### config.mk
export PLATFORM = sky130hd
export DESIGN_NAME = frame_result_buffer_flat
export DESIGN_NICKNAME = d
export VERILOG_FILES = /design/src/rtl/frame_result_buffer_if.sv /design/src/rtl/frame_result_buffer.sv /design/src/flat_wrapper.sv
export SDC_FILE = /design/constraint.sdc
export NUM_CORES = 1
export LEC_CHECK = 0
export CAP_MARGIN = 20
export CORE_ASPECT_RATIO = 1.1
export CORE_UTILIZATION = 60
export DETAILED_ROUTE_END_ITERATION = 7
export PLACE_DENSITY = 0.78
export SLEW_MARGIN = 20
export SYNTH_ARGS = -nofsm -noshare
export SYNTH_HDL_FRONTEND = slang
export SYNTH_SLANG_ARGS = --single-unit
### constraint.sdc
create_clock -name clk -period 9.3 [get_ports clk]
set_clock_uncertainty 0.15 [all_clocks]
set_input_delay 1.86 -clock clk [delete_from_list [all_inputs] [get_ports clk]]
set_output_delay 1.86 -clock clk [all_outputs]
set_load 0.01 [all_outputs]
### src/rtl/frame_result_buffer_if.sv
// Host bus, pixel stream and result port of the frame/result buffer.
// The slave modport is the buffer side and the master modport is the host/accelerator side.
interface frame_result_buffer_if #(
  parameter int DATA_W = 16
);
  logic              chipselect;
  logic [3:0]        address;
  logic              read;
  logic              write;
  logic [DATA_W-1:0] writedata;
  logic [DATA_W-1:0] readdata;

  logic [DATA_W-1:0] out_data;
  logic              out_valid;
  logic              out_last;
  logic              out_ready;

  logic              res_we;
  logic [3:0]        res_idx;
  logic [DATA_W-1:0] res_data;
  logic              res_last;

  logic              irq;

  modport slave (
    input  chipselect, address, read, write, writedata,
    input  out_ready, res_we, res_idx, res_data, res_last,
    output readdata, out_data, out_valid, out_last, irq
  );

  modport master (
    output chipselect, address, read, write, writedata,
    output out_ready, res_we, res_idx, res_data, res_last,
    input  readdata, out_data, out_valid, out_last, irq
  );
endinterface

### src/rtl/frame_result_buffer.sv
// Frame buffer between the host and the digit accelerator: fill, stream, collect results.
// Optional frame-done interrupt is built when FRAME_RESULT_BUFFER_IRQ_EN is defined.
module frame_result_buffer #(
  parameter int DATA_W      = 16,
  parameter int DEPTH       = 25,
  parameter int NUM_RESULTS = 10
) (
  input  logic                 clk,
  input  logic                 reset,
  frame_result_buffer_if.slave bus
);

  // state    | meaning
  // S_FILL   | host writes pixels into the buffer
  // S_STREAM | buffer presented to the accelerator
  // S_WAIT   | collecting result writes
  // S_DONE   | results final, readable until clear
  typedef enum logic [1:0] {S_FILL, S_STREAM, S_WAIT, S_DONE} state_t;

  localparam int IDX_W = $clog2(DEPTH);
  localparam int CNT_W = $clog2(DEPTH + 1);
  localparam logic [CNT_W-1:0] LAST_CNT = CNT_W'(DEPTH - 1);
  localparam logic [IDX_W-1:0] LAST_IDX = IDX_W'(DEPTH - 1);
  localparam logic [3:0]       NR4      = 4'(NUM_RESULTS);

  state_t              state_q, state_d;
  logic [CNT_W-1:0]    count_q, count_d;
  logic [IDX_W-1:0]    idx_q, idx_d, nxt_idx;
  logic [DATA_W-1:0]   out_data_q, out_data_d;
  logic                out_valid_q, out_valid_d;
  logic                out_last_q, out_last_d;
  logic                ovf_q, ovf_d;
  logic [DATA_W-1:0]   readdata_q, readdata_d;
  logic [DATA_W-1:0]   rd_mux, status;
  logic [DATA_W-1:0]   pix_q [DEPTH];
  logic [DATA_W-1:0]   res_q [NUM_RESULTS];

  logic bus_wr, bus_rd, ctrl_wr, clear, data_wr, xfer;
  logic pix_we, res_wr, last_fill, last_pix, res_done;

`ifdef FRAME_RESULT_BUFFER_IRQ_EN
  logic irq_q, irq_d, irq_ack;
`endif

  assign bus_wr    = bus.chipselect & bus.write;
  assign bus_rd    = bus.chipselect & bus.read;
  assign ctrl_wr   = bus_wr & (bus.address == 4'd0);
  assign clear     = ctrl_wr & bus.writedata[0];
  assign data_wr   = bus_wr & (bus.address == 4'd1);
  assign xfer      = out_valid_q & bus.out_ready;
  assign last_fill = (count_q == LAST_CNT);
  assign last_pix  = (idx_q == LAST_IDX);
  assign nxt_idx   = idx_q + IDX_W'(1);
  assign res_done  = (state_q == S_WAIT) & bus.res_we & bus.res_last;

`ifdef FRAME_RESULT_BUFFER_IRQ_EN
  assign irq_ack   = ctrl_wr & bus.writedata[1];
`endif

  always_ff @(posedge clk or negedge reset) begin
    if (!reset) state_q <= S_FILL;
    else        state_q <= state_d;
  end

  always_comb begin
    state_d = state_q;
    if (clear) begin
      state_d = S_FILL;
    end else begin
      unique case (state_q)
        S_FILL:   if (data_wr && last_fill) state_d = S_STREAM;
        S_STREAM: if (xfer && last_pix)     state_d = S_WAIT;
        S_WAIT:   if (res_done)             state_d = S_DONE;
        S_DONE:   state_d = S_DONE;
        default:  state_d = S_FILL;
      endcase
    end
  end

  always_comb begin
    count_d     = count_q;
    idx_d       = idx_q;
    out_data_d  = out_data_q;
    out_valid_d = out_valid_q;
    out_last_d  = out_last_q;
    ovf_d       = ovf_q;
    pix_we      = 1'b0;
    res_wr      = 1'b0;
`ifdef FRAME_RESULT_BUFFER_IRQ_EN
    irq_d       = irq_q;
`endif
    if (clear) begin
      count_d     = '0;
      idx_d       = '0;
      out_valid_d = 1'b0;
      out_last_d  = 1'b0;
      ovf_d       = 1'b0;
`ifdef FRAME_RESULT_BUFFER_IRQ_EN
      irq_d       = 1'b0;
`endif
    end else begin
      if (data_wr) begin
        if (state_q == S_FILL) begin
          pix_we  = 1'b1;
          count_d = count_q + CNT_W'(1);
          // Read ahead: word 0 is already stored, so present it on entry to STREAM.
          if (last_fill) begin
            idx_d       = '0;
            out_data_d  = pix_q[0];
            out_valid_d = 1'b1;
            out_last_d  = 1'b0;
          end
        end else begin
          ovf_d = 1'b1;
        end
      end

      if ((state_q == S_STREAM) && xfer) begin
        if (last_pix) begin
          out_valid_d = 1'b0;
          out_last_d  = 1'b0;
        end else begin
          idx_d      = nxt_idx;
          out_data_d = pix_q[nxt_idx];
          out_last_d = (nxt_idx == LAST_IDX);
        end
      end

      if ((state_q == S_WAIT) && bus.res_we && (bus.res_idx < NR4))
        res_wr = 1'b1;

`ifdef FRAME_RESULT_BUFFER_IRQ_EN
      // A frame-done event in the same cycle as an acknowledge is not lost.
      if (irq_ack)  irq_d = 1'b0;
      if (res_done) irq_d = 1'b1;
`endif
    end
  end

  always_ff @(posedge clk or negedge reset) begin
    if (!reset) begin
      count_q     <= '0;
      idx_q       <= '0;
      out_data_q  <= '0;
      out_valid_q <= 1'b0;
      out_last_q  <= 1'b0;
      ovf_q       <= 1'b0;
      readdata_q  <= '0;
`ifdef FRAME_RESULT_BUFFER_IRQ_EN
      irq_q       <= 1'b0;
`endif
    end else begin
      count_q     <= count_d;
      idx_q       <= idx_d;
      out_data_q  <= out_data_d;
      out_valid_q <= out_valid_d;
      out_last_q  <= out_last_d;
      ovf_q       <= ovf_d;
      readdata_q  <= readdata_d;
`ifdef FRAME_RESULT_BUFFER_IRQ_EN
      irq_q       <= irq_d;
`endif
    end
  end

  always_ff @(posedge clk) begin
    if (pix_we) pix_q[count_q[IDX_W-1:0]] <= bus.writedata;
  end

  always_ff @(posedge clk or negedge reset) begin
    if (!reset) begin
      for (int i = 0; i < NUM_RESULTS; i++) res_q[i] <= '0;
    end else begin
      for (int i = 0; i < NUM_RESULTS; i++)
        if (res_wr && (bus.res_idx == 4'(i))) res_q[i] <= bus.res_data;
    end
  end

  always_comb begin
    status    = '0;
    status[0] = (state_q == S_DONE);
    status[1] = (state_q == S_STREAM) || (state_q == S_WAIT);
    status[2] = ovf_q;
`ifdef FRAME_RESULT_BUFFER_IRQ_EN
    status[3] = irq_q;
`endif
  end

  always_comb begin
    rd_mux = '0;
    case (bus.address)
      4'd0:    rd_mux = status;
      4'd2:    rd_mux = DATA_W'(count_q);
      default: begin
        for (int i = 0; i < NUM_RESULTS; i++)
          if (bus.address == 4'(i + 3)) rd_mux = res_q[i];
      end
    endcase
  end

  always_comb begin
    readdata_d = readdata_q;
    if (bus_rd) readdata_d = rd_mux;
  end

  assign bus.readdata  = readdata_q;
  assign bus.out_data  = out_data_q;
  assign bus.out_valid = out_valid_q;
  assign bus.out_last  = out_last_q;
`ifdef FRAME_RESULT_BUFFER_IRQ_EN
  assign bus.irq       = irq_q;
`else
  assign bus.irq       = 1'b0;
`endif

endmodule

### src/flat_wrapper.sv
// flat-port wrapper written by rule: the top's interface ports become plain ports
module frame_result_buffer_flat 
#(
  parameter int DATA_W      = 16,
  parameter int DEPTH       = 25,
  parameter int NUM_RESULTS = 10
)
  (clk, reset, bus_chipselect, bus_address, bus_read, bus_write, bus_writedata, bus_out_ready, bus_res_we, bus_res_idx, bus_res_data, bus_res_last, bus_readdata, bus_out_data, bus_out_valid, bus_out_last, bus_irq);
  frame_result_buffer_if #(.DATA_W(DATA_W)) bus_i ();
  input  logic clk;
  input  logic reset;
  input wire logic [$bits(bus_i.chipselect)-1:0] bus_chipselect;
  input wire logic [$bits(bus_i.address)-1:0] bus_address;
  input wire logic [$bits(bus_i.read)-1:0] bus_read;
  input wire logic [$bits(bus_i.write)-1:0] bus_write;
  input wire logic [$bits(bus_i.writedata)-1:0] bus_writedata;
  input wire logic [$bits(bus_i.out_ready)-1:0] bus_out_ready;
  input wire logic [$bits(bus_i.res_we)-1:0] bus_res_we;
  input wire logic [$bits(bus_i.res_idx)-1:0] bus_res_idx;
  input wire logic [$bits(bus_i.res_data)-1:0] bus_res_data;
  input wire logic [$bits(bus_i.res_last)-1:0] bus_res_last;
  output wire logic [$bits(bus_i.readdata)-1:0] bus_readdata;
  output wire logic [$bits(bus_i.out_data)-1:0] bus_out_data;
  output wire logic [$bits(bus_i.out_valid)-1:0] bus_out_valid;
  output wire logic [$bits(bus_i.out_last)-1:0] bus_out_last;
  output wire logic [$bits(bus_i.irq)-1:0] bus_irq;
  assign bus_i.chipselect = bus_chipselect;
  assign bus_i.address = bus_address;
  assign bus_i.read = bus_read;
  assign bus_i.write = bus_write;
  assign bus_i.writedata = bus_writedata;
  assign bus_i.out_ready = bus_out_ready;
  assign bus_i.res_we = bus_res_we;
  assign bus_i.res_idx = bus_res_idx;
  assign bus_i.res_data = bus_res_data;
  assign bus_i.res_last = bus_res_last;
  assign bus_readdata = bus_i.readdata;
  assign bus_out_data = bus_i.out_data;
  assign bus_out_valid = bus_i.out_valid;
  assign bus_out_last = bus_i.out_last;
  assign bus_irq = bus_i.irq;
  frame_result_buffer #(.DATA_W(DATA_W), .DEPTH(DEPTH), .NUM_RESULTS(NUM_RESULTS)) u_core (.clk(clk), .reset(reset), .bus(bus_i));
endmodule
==> results.md <==
* FF-to-FF path depth at 8
* Number of fill cells at roughly 2700
* Final setup TNS at 0 ps
* Distinct cell type count after synthesis at 67
* Worst-Margin Slew at around 1200 ps
* Post-CTS setup buffers at 0
* RSZ-0062 raised after global routing: no
* Critical Path RT at roughly 9400 ps
* IO Pins at 83
* Routability cong. at approximately 0.87
* Seq/Total Area, Yosys at 0.6738
* Hold_buf cts at 0
* Initial core utilization at 0.6137
* GRT Total Usage at 0.3008
* Nets@finish at ~1700
* # setup viols final at 0
* First-pass GRT wire length at between 90 and 100 mm
* FF+latch count, synth at 607
* CORE AREA at a little over 40000 µm²
* DR vias/cell at roughly 6.6
* DRT antenna net count at 0
* Status: finished clean
* Area contributors post-synth: edfxtp_1 (47%), dfrtp_1 (20%), mux4_2 (8.7%)
* Dominant cell type by area after synthesis: edfxtp_1
* Post-route DRC violation count at 0
* Async S/R FF share, synth at 0.3410
* Post-route cell area at a little under 30000 µm²
* Worst vdd ir at about 150 µV
* Share of cells above drive strength 1 at 0.2652
* Final wirelength at around 63 mm
* Kind of critical path: input pin to flop
* Reg-to-Reg Start: u_core.idx_q[0]
* Hold EP: u_core.bus.readdata[6]
* Power Dens Cells at a little under 200 nW/µm²
* Minimum clock period at between 4000 and 5000 ps
* Max-cap viol count at 0
* Most frequent cells in the layout: edfxtp_1 (400), dfrtp_1 (206), mux2_2 (154)
* CTS max path bufs at 3
* CTS Buf Count at between 50 and 60
* Post-Syn Area at around 26000 µm²
* GR Overflow Total at 0
* Endpoint of the worst register-to-register path: u_core.bus.out_data[11]
* Die outline area at 43350 µm²
* Worst-Skew Late Latency at between 600 and 700 ps
* Arr. time, crit path at about 4800 ps
* Die height at around 220 µm
* Primary FF master, synth: edfxtp_1
* Final Max Slew Viols at 0
* Worst-path fanout max at 16
* Fin crit share at 0.5063
* Syn nets at 1587
* Diodes inserted at 0
* Area delta synth->final at 13.00%
* Dpl cell area at 26810 µm²
* Leading cell type in the layout, fill and taps excluded: edfxtp_1
* Cell count after synthesis at roughly 1500
* Leak Pwr at ~11 nW
* Final Hold Viols at 0
* Post-CTS sizing at 0
* Iteration count of the initial detailed-routing pass at 6
* Root Buffer: clkbuf_16
* Hold depth at 2
* Setup crit end kind: flop
* Post-synth top area share at 0.4708
* Clk pin slew, worst setup/hold paths at 60 ps
* Hold WC Path Type: flop to flop
* Detailed Place HPWL at roughly 38 mm
* DR vias at roughly 15000
* Initial antenna violation count at 0
* Largest net degree at the start of global routing at 137
* Number of synthesized flops with an enable pin at 400
* HP Start: u_core.bus.readdata[6]
* Slew HR at 0.1720
* TritonCTS Sinks at 607
* Wire per inst at 28.57 µm
* CTS tree: done
* Num rows at 78
* CTS HTree Levels at 2
* Achievable Freq at roughly 0.21 GHz
* CP Launch Type: input pin
* Vias in the first global route at between 15000 and 20000
* Synth warn at 0
* Total power at between 5 and 6 mW
* DR iter-0 viols at about 1400
* IO buf count at around 80
* R2R Setup Slk at about 4700 ps
* Syn Area/Cell at ~17 µm²
* Die width at just under 200 µm
report_power, final:
group	switching, mW	total [mW]	leakage [nW]	internal, mW
logic	0.157	0.264	3.27	0.107
clock network	1.01	2.48	0.977	1.47
registers	0.0356	2.95	6.43	2.92
total	1.20	5.69	10.7	4.50
routing by layer:
| layer | vias to the layer above | track usage | wire [µm] |
|---|---|---|---|
| met5 | - | 0 | 0 |
| met2 | 799 | 0.4798 | 30480 |
| met3 | 169 | 0.05139 | 4888 |
| met1 | 7538 | 0.3928 | 23780 |
| li1 | 6138 | - | - |
| met4 | 0 | 0.1736 | 3933 |
Yosys cell counts, drive strengths merged, types with 3 or more instances:
| cell type | number |
|---|---|
| a211oi | 6 |
| a21o | 7 |
| a21oi | 22 |
| a221oi | 6 |
| a22o | 6 |
| a22oi | 15 |
| a31oi | 7 |
| and3 | 3 |
| buf | 71 |
| clkbuf | 31 |
| dfrtp | 207 |
| edfxtp | 400 |
| ha | 13 |
| inv | 10 |
| mux2 | 174 |
| mux2i | 62 |
| mux4 | 99 |
| nand2 | 37 |
| nand2b | 6 |
| nand3 | 12 |
| nand3b | 7 |
| nand4b | 3 |
| nor2 | 95 |
| nor2b | 10 |
| nor3 | 17 |
| nor3b | 4 |
| nor4 | 3 |
| o21ai | 78 |
| o221ai | 21 |
| o22a | 33 |
| o22ai | 14 |
| o2bb2ai | 5 |
| o31ai | 4 |
| or2 | 3 |
| or3 | 3 |
| or3b | 3 |
critical path: stages:
cell and delay [ps]:
clkdlybuf4s50_1 670, nor4bb_4 570, and3_1 420, nand2_1 360, nor2_2 870
cell families (layout without fill, tap and decap cells):
kind of cell | Yosys count | count (layout) | share of synthesized area
AO/OA/AOI/OAI | 237 | 237 | 0.06302
XOR/XNOR | 4 | 4 | 0.001668
adder cells (fa/ha/maj) | 13 | 13 | 0.006376
buffers and inverters | 114 | 236 | 0.02119
flip-flops | 607 | 607 | 0.6738
multiplexers | 335 | 335 | 0.1915
other | 1 | 1 | 0.0001470
AND/OR/NAND/NOR | 215 | 215 | 0.04232
stage by stage:
| stage | hold slack [ps] | setup slack (ps) | instances | utilization |
|---|---|---|---|---|
| floorplan | 315.3 | 5231 | 1526 | - |
| global placement | 327.1 | 3872 | 2097 | 0.6448 |
| detailed placement | 319.9 | 4058 | 2097 | 0.6449 |
| CTS | 340.5 | 4661 | 2205 | 0.6929 |
| global route | 367.2 | 4461 | 2208 | 0.6934 |
| finish | 339.3 | 4591 | 2208 | 0.6934 |
layout make-up:
class / count / area (µm²) / share of cell area
clock buffers: 67 / 1516 / 0.05260
clock inverters: 41 / 480.5 / 0.01667
inverters: 12 / 45.04 / 0.001562
multi-input cells: 805 / 7826 / 0.2715
flip-flops and latches: 607 / 17200 / 0.5965
well taps: 560 / 700.7 / 0.02430
repair buffers: 116 / 1065 / 0.03693
sequential cells by signal, summed over array words and instances (netlist names):
signal	cells
u_core.bus.out_last	1
u_core.bus.out_data	16
u_core.bus.readdata	16
u_core.idx_q	5
u_core.state_q	2
u_core.count_q	5
u_core.bus.out_valid	1
u_core.res_q	160
u_core.pix_q	400
u_core.ovf_q	1
worst max-delay path by stage:
stage / startpoint / end
after global routing: u_core.idx_q[0] / u_core.bus.out_data[11]
after global placement: bus_address[0] / u_core.pix_q[19][2]
final: bus_address[3] / u_core.pix_q[7][2]
after detailed placement: bus_address[0] / u_core.res_q[50]
after floorplan: bus_address[3] / u_core.pix_q[15][0]
after CTS: u_core.idx_q[0] / u_core.bus.out_data[11]
No activity file was read; power rests on OpenSTA's default activity.
